[src/rtl/txt_write_arbiter.sv]
// txt_write_arbiter: round-robin sharing of the txtScreen character write port, each write
// driven through a fixed SETUP/STROBE/HOLD nWr sequence. Define TXT_ARB_CLEAR_EN for the clear sequencer.
module txt_write_arbiter #(
  parameter int NREQ         = 4,
  parameter int ADDR_W       = 12,
  parameter int DATA_W       = 8,
  parameter int STROBE_LOW   = 1,
  parameter int SCREEN_CHARS = 2400
) (
  input  logic                   iVGA_CLK,
  input  logic                   reset,
  input  logic [NREQ-1:0]        req,
  input  logic [NREQ*ADDR_W-1:0] req_addr,
  input  logic [NREQ*DATA_W-1:0] req_data,
  output logic [NREQ-1:0]        ack,
  output logic                   busy,
  input  logic                   clr_start,
  output logic                   clr_busy,
  output logic [ADDR_W-1:0]      char_addr,
  output logic [DATA_W-1:0]      char_data,
  output logic                   char_nWr
);
  localparam int PTR_W = $clog2(NREQ);
  localparam int CNT_W = 4;

  typedef enum logic [2:0] {S_IDLE, S_SETUP, S_STROBE, S_HOLD, S_ACK} state_t;

  state_t            state_q, state_d;
  logic [PTR_W-1:0]  rr_q, rr_d, grant_q, grant_d;
  logic [CNT_W-1:0]  strb_q, strb_d;
  logic [ADDR_W-1:0] addr_q, addr_d;
  logic [DATA_W-1:0] data_q, data_d;
  logic              nwr_q, nwr_d, busy_q, busy_d;
  logic [NREQ-1:0]   ack_q, ack_d;

  logic [ADDR_W-1:0] addr_arr [NREQ];
  logic [DATA_W-1:0] data_arr [NREQ];

  generate
    for (genvar gi = 0; gi < NREQ; gi++) begin : g_unpack
      assign addr_arr[gi] = req_addr[gi*ADDR_W +: ADDR_W];
      assign data_arr[gi] = req_data[gi*DATA_W +: DATA_W];
    end
  endgenerate

  // Walk downward so the lowest offset from the rr pointer is the one that sticks.
  logic              any_req;
  logic [PTR_W-1:0]  pick;
  logic [PTR_W:0]    sum;
  always_comb begin
    any_req = 1'b0;
    pick    = '0;
    sum     = '0;
    for (int k = NREQ - 1; k >= 0; k--) begin
      sum = {1'b0, rr_q} + (PTR_W+1)'(k);
      if (sum >= (PTR_W+1)'(NREQ)) sum = sum - (PTR_W+1)'(NREQ);
      if (req[sum[PTR_W-1:0]]) begin
        any_req = 1'b1;
        pick    = sum[PTR_W-1:0];
      end
    end
  end

`ifdef TXT_ARB_CLEAR_EN
  localparam int CLR_W = (SCREEN_CHARS > 1) ? $clog2(SCREEN_CHARS) : 1;
  localparam logic [CLR_W-1:0] CLR_LAST = CLR_W'(SCREEN_CHARS - 1);
  logic             clr_busy_q, clr_busy_d, clr_pend_q, clr_pend_d;
  logic [CLR_W-1:0] clr_cnt_q, clr_cnt_d;
`endif

  always_comb begin
    state_d = state_q;
    rr_d    = rr_q;
    grant_d = grant_q;
    strb_d  = strb_q;
    addr_d  = addr_q;
    data_d  = data_q;
    ack_d   = '0;
`ifdef TXT_ARB_CLEAR_EN
    clr_busy_d = clr_busy_q;
    clr_pend_d = clr_pend_q;
    clr_cnt_d  = clr_cnt_q;
    if (clr_start && state_q != S_IDLE && !clr_busy_q) clr_pend_d = 1'b1;
`endif
    case (state_q)
      S_IDLE: begin
`ifdef TXT_ARB_CLEAR_EN
        if (clr_start || clr_pend_q) begin
          clr_busy_d = 1'b1;
          clr_pend_d = 1'b0;
          clr_cnt_d  = '0;
          addr_d     = '0;
          data_d     = DATA_W'(8'h20);
          state_d    = S_SETUP;
        end else
`endif
        if (any_req) begin
          grant_d = pick;
          addr_d  = addr_arr[pick];
          data_d  = data_arr[pick];
          state_d = S_SETUP;
        end
      end
      S_SETUP: begin
        strb_d  = CNT_W'(STROBE_LOW - 1);
        state_d = S_STROBE;
      end
      S_STROBE: begin
        if (strb_q == '0) state_d = S_HOLD;
        else              strb_d  = strb_q - 1'b1;
      end
      S_HOLD: begin
`ifdef TXT_ARB_CLEAR_EN
        // Clear writes chain straight back into SETUP; no ACK and rr pointer untouched.
        if (clr_busy_q) begin
          if (clr_cnt_q == CLR_LAST) begin
            clr_busy_d = 1'b0;
            state_d    = S_IDLE;
          end else begin
            clr_cnt_d = clr_cnt_q + 1'b1;
            addr_d    = ADDR_W'(clr_cnt_q + 1'b1);
            state_d   = S_SETUP;
          end
        end else
`endif
        begin
          ack_d[grant_q] = 1'b1;
          state_d        = S_ACK;
        end
      end
      S_ACK: begin
        rr_d    = (grant_q == PTR_W'(NREQ - 1)) ? '0 : grant_q + 1'b1;
        state_d = S_IDLE;
      end
      default: state_d = S_IDLE;
    endcase
    busy_d = (state_d != S_IDLE);
    nwr_d  = (state_d != S_STROBE);
  end

  always_ff @(posedge iVGA_CLK or posedge reset) begin
    if (reset) begin
      state_q <= S_IDLE;
      rr_q    <= '0;
      grant_q <= '0;
      strb_q  <= '0;
      addr_q  <= '0;
      data_q  <= '0;
      nwr_q   <= 1'b1;
      busy_q  <= 1'b0;
      ack_q   <= '0;
`ifdef TXT_ARB_CLEAR_EN
      clr_busy_q <= 1'b0;
      clr_pend_q <= 1'b0;
      clr_cnt_q  <= '0;
`endif
    end else begin
      state_q <= state_d;
      rr_q    <= rr_d;
      grant_q <= grant_d;
      strb_q  <= strb_d;
      addr_q  <= addr_d;
      data_q  <= data_d;
      nwr_q   <= nwr_d;
      busy_q  <= busy_d;
      ack_q   <= ack_d;
`ifdef TXT_ARB_CLEAR_EN
      clr_busy_q <= clr_busy_d;
      clr_pend_q <= clr_pend_d;
      clr_cnt_q  <= clr_cnt_d;
`endif
    end
  end

  assign ack       = ack_q;
  assign busy      = busy_q;
  assign char_addr = addr_q;
  assign char_data = data_q;
  assign char_nWr  = nwr_q;

`ifdef TXT_ARB_CLEAR_EN
  assign clr_busy = clr_busy_q;
`else
  localparam int UNUSED_SCREEN_CHARS = SCREEN_CHARS;
  logic unused_clr_start;
  assign unused_clr_start = clr_start;
  assign clr_busy         = 1'b0;
`endif

endmodule
[config.mk]
export PLATFORM = sky130hd
export DESIGN_NAME = txt_write_arbiter
export DESIGN_NICKNAME = d
export VERILOG_FILES = /design/src/rtl/txt_write_arbiter.sv
export SDC_FILE = /design/constraint.sdc
export NUM_CORES = 1
export LEC_CHECK = 0
export CORE_AREA = 2 2 88 90
export DETAILED_ROUTE_END_ITERATION = 8
export DIE_AREA = 0 0 90 92
export GPL_TIMING_DRIVEN = 0
export SLEW_MARGIN = 20
export SYNTH_ARGS = -nofsm -noshare
export SYNTH_HDL_FRONTEND = slang
export SYNTH_SLANG_ARGS = --single-unit
[constraint.sdc]
create_clock -name iVGA_CLK -period 2.2 [get_ports iVGA_CLK]
set_clock_uncertainty 0.05 [all_clocks]
set_input_delay 0.22 -clock iVGA_CLK [delete_from_list [all_inputs] [get_ports iVGA_CLK]]
set_output_delay 0.22 -clock iVGA_CLK [all_outputs]
set_load 0.005 [all_outputs]
==> out/qor.csv <==
metric,value,unit
outcome,"finished, final reports clean",
clock-sinks,37,
synth_common_cells,"40 x mux2i_1, 36 x dfrtp_1, 29 x nand2_1",
synth_top_area_cell,dfrtp_1,
synth_edf_count,0,
groute.usage.overall,15.15,%
vdd.ir_drop.worst,0.3344,mV
synthArstFlopShare,100.0,%
setup_viol,0,
cts_tree,yes,
routed_wl,6155,um
hold_violations,0,
pre_cts_ws,-377.3,ps
yosysSeqAreaShare,43.38,%
path_cells,clkdlybuf4s50_1 > inv_1 > o221a_2 > o22ai_2 > buf_2 > mux2i_1 > o221ai_1,
grt_max_degree,28,
setup_tns,0,ps
clk_latency,290,ps
power_frac_seq,30.2,%
holdBufCountCts,0,
root_buffer,clkbuf_8,
wl_per_cell,14.28,um
grt_antenna_before_repair,0,
power.net_switching,1342,uW
syn_inst,209,
h-tree-depth,2,
cp-start-kind,primary input,
design.core.area,7447,um^2
p_sw_share,36.38,%
cp-end-kind,flop,
die-height,92,um
comb_power_share,55.8,%
path_delay_family,buffers and inverters,
drt-vias-per-instance,4.664,
dr.pass1.iters,4,
area_growth,64.05,%
synth_area_leaders,"dfrtp_1 42%, mux2i_1 19%, o221ai_1 8.2%",
slew_violations,0,
crit_type,primary input to flop,
cts_setup_buffers,0,
clockPowerShare,14.0,%
vias,2010,
start_util,28.70,%
ctsLongestPathBuffers,2,
num_io_pins,114,
grt-ovfl-total,0,
p_leak,0.001605,uW
power,3688,uW
grt_pass1_vias,1992,
yosysTopAreaCellShare,42.15,%
drive_gt1_share,9.422,%
rows,32,
cp_slowest_stage_delay,530,ps
diodes,0,
dp_hpwl,4752,um
drt_iter0_drc,67,
synth_flop_cell,dfrtp_1,
synth.most_common_cell,mux2i_1,
place.gp.congestion,0.7168,
syn_area_per_cell,10.23,um^2
hold_slack,133.4,ps
rsz0062_at_grt,false,
ys_ff_latch,37,
path_max_fanout,10,
syn_area,2137,um^2
setup_ws,184.3,ps
internal-power,2346,uW
cp_slowest_cell,clkdlybuf4s50_1,
ant_nets,0,
fillerInstances,767,
powerDensity,1052,nW/um^2
grt_pass1_wl,9929,um
clk_pin_slew,70,ps
period_needed,2016,ps
hold_class,primary input to async pin,
fin_crit_sh,91.62,%
max-cap-violations,0,
layoutNonFillerInstCount,431,
dp_cells,423,
crit_required,2310,ps
final_net_count,421,
yosysUniqueCellTypes,37,
drc,0,
synth_warnings,0,
port_buffers,111,
fmax,0.4961,GHz
numCtsBuffers,5,
dieArea,8280,um^2
arrival,2120,ps
die_w,90,um
synth_nets,302,
path_buf_inv,3,
[final timing paths]
kind | startpoint | slack [ps] | end | depth (start not counted)
worst min-delay path | reset | 130 | char_addr[5] | 2
worst max register to register | state_q[0] | 240 | char_addr[11] | 6
worst min register to register | char_addr[1] | 440 | char_addr[1] | 2
max in group asynchronous | reset | 1470 | char_nWr | 3
min in group iVGA_CLK | char_addr[1] | 440 | char_addr[1] | 2
worst max-delay path | req[0] | 180 | char_data[0] | 7
[metrics by stage]
stage	utilization (%)	cell area [um^2]
after global routing	47.08	3506
after CTS	46.98	3498
after detailed placement	45.60	3396
after floorplan	-	2137
after global placement	45.33	3376
final	47.08	3506
[cells in the final DEF (no fill, tap or decap), types with 2 or more instances in the layout]
cell             count
a21oi_1              7
and3_1               4
buf_2                7
buf_6                3
clkbuf_1             3
clkbuf_2             2
clkbuf_8             7
clkdlybuf4s50_1    111
dfrtp_1             36
ha_1                 6
inv_1                6
mux2i_1             40
nand2_1             29
nand2b_1             2
nor2_1               6
nor2b_1              3
nor3_1               3
o21a_1               2
o21ai_0              8
o221ai_1            20
[power groups by stage]
| stage | registers [uW] | clock network (uW) | logic (uW) |
|---|---|---|---|
| floorplan | 1130 | 0 | 1160 |
| global placement | 1120 | 0 | 2060 |
| detailed placement | 1130 | 0 | 2090 |
| CTS | 1110 | 541 | 2100 |
| global route | 1140 | 568 | 2270 |
| finish | 1110 | 517 | 2060 |
[cells by family after synthesis]
kind of cell	Yosys count	share of synthesized area, %
simple gates	56	12.47
compound gates	43	14.93
mux	41	19.26
flops	37	43.38
buf+inv	24	5.855
fa+ha+maj	6	3.513
other cells	1	0.1755
xor+xnor	1	0.4099
[final cells by class]
cell class / count / area, um^2 / area share, %
inverters: 8 / 30.03 / 0.8565
clock buffers: 7 / 96.34 / 2.748
multi-input cells: 148 / 1091 / 31.12
plain buffers: 16 / 97.59 / 2.784
clock inverters: 1 / 5.005 / 0.1428
repair buffers: 112 / 1131 / 32.26
flip-flops and latches: 37 / 927.1 / 26.45
well taps: 102 / 127.6 / 3.640
[sequential cells by signal, indices dropped and copies added, names as in the netlist, 2 cells and up]
name / cells
char_data: 8
char_addr: 12
state_q: 3
grant_q: 2
strb_q: 4
rr_q: 2
ack: 4
[worst reg2reg max path, delay by kind of cell, from the launching register on]
family                 cells  cell delay, ps
AO/OA/AOI/OAI              1             200
buffers and inverters      3             490
flip-flops                 1             350
AND/OR/NAND/NOR            2             780
[routing by layer]
metal,vias to the layer above,share of wire [%],GRT usage (%)
li1,995,-,-
met1,942,43,18.42
met2,68,49,25.75
met3,5,6.4,4.766
met4,0,1.4,4.615
met5,-,0,0
[timing repair]
item                                    CTS  global route
pin swaps                                 0             0
hold endpoints to repair                  0             0
gates resized for setup                   1             3
endpoints found under the setup margin   10            12
Note: power is estimated with default switching activity, not from simulation.
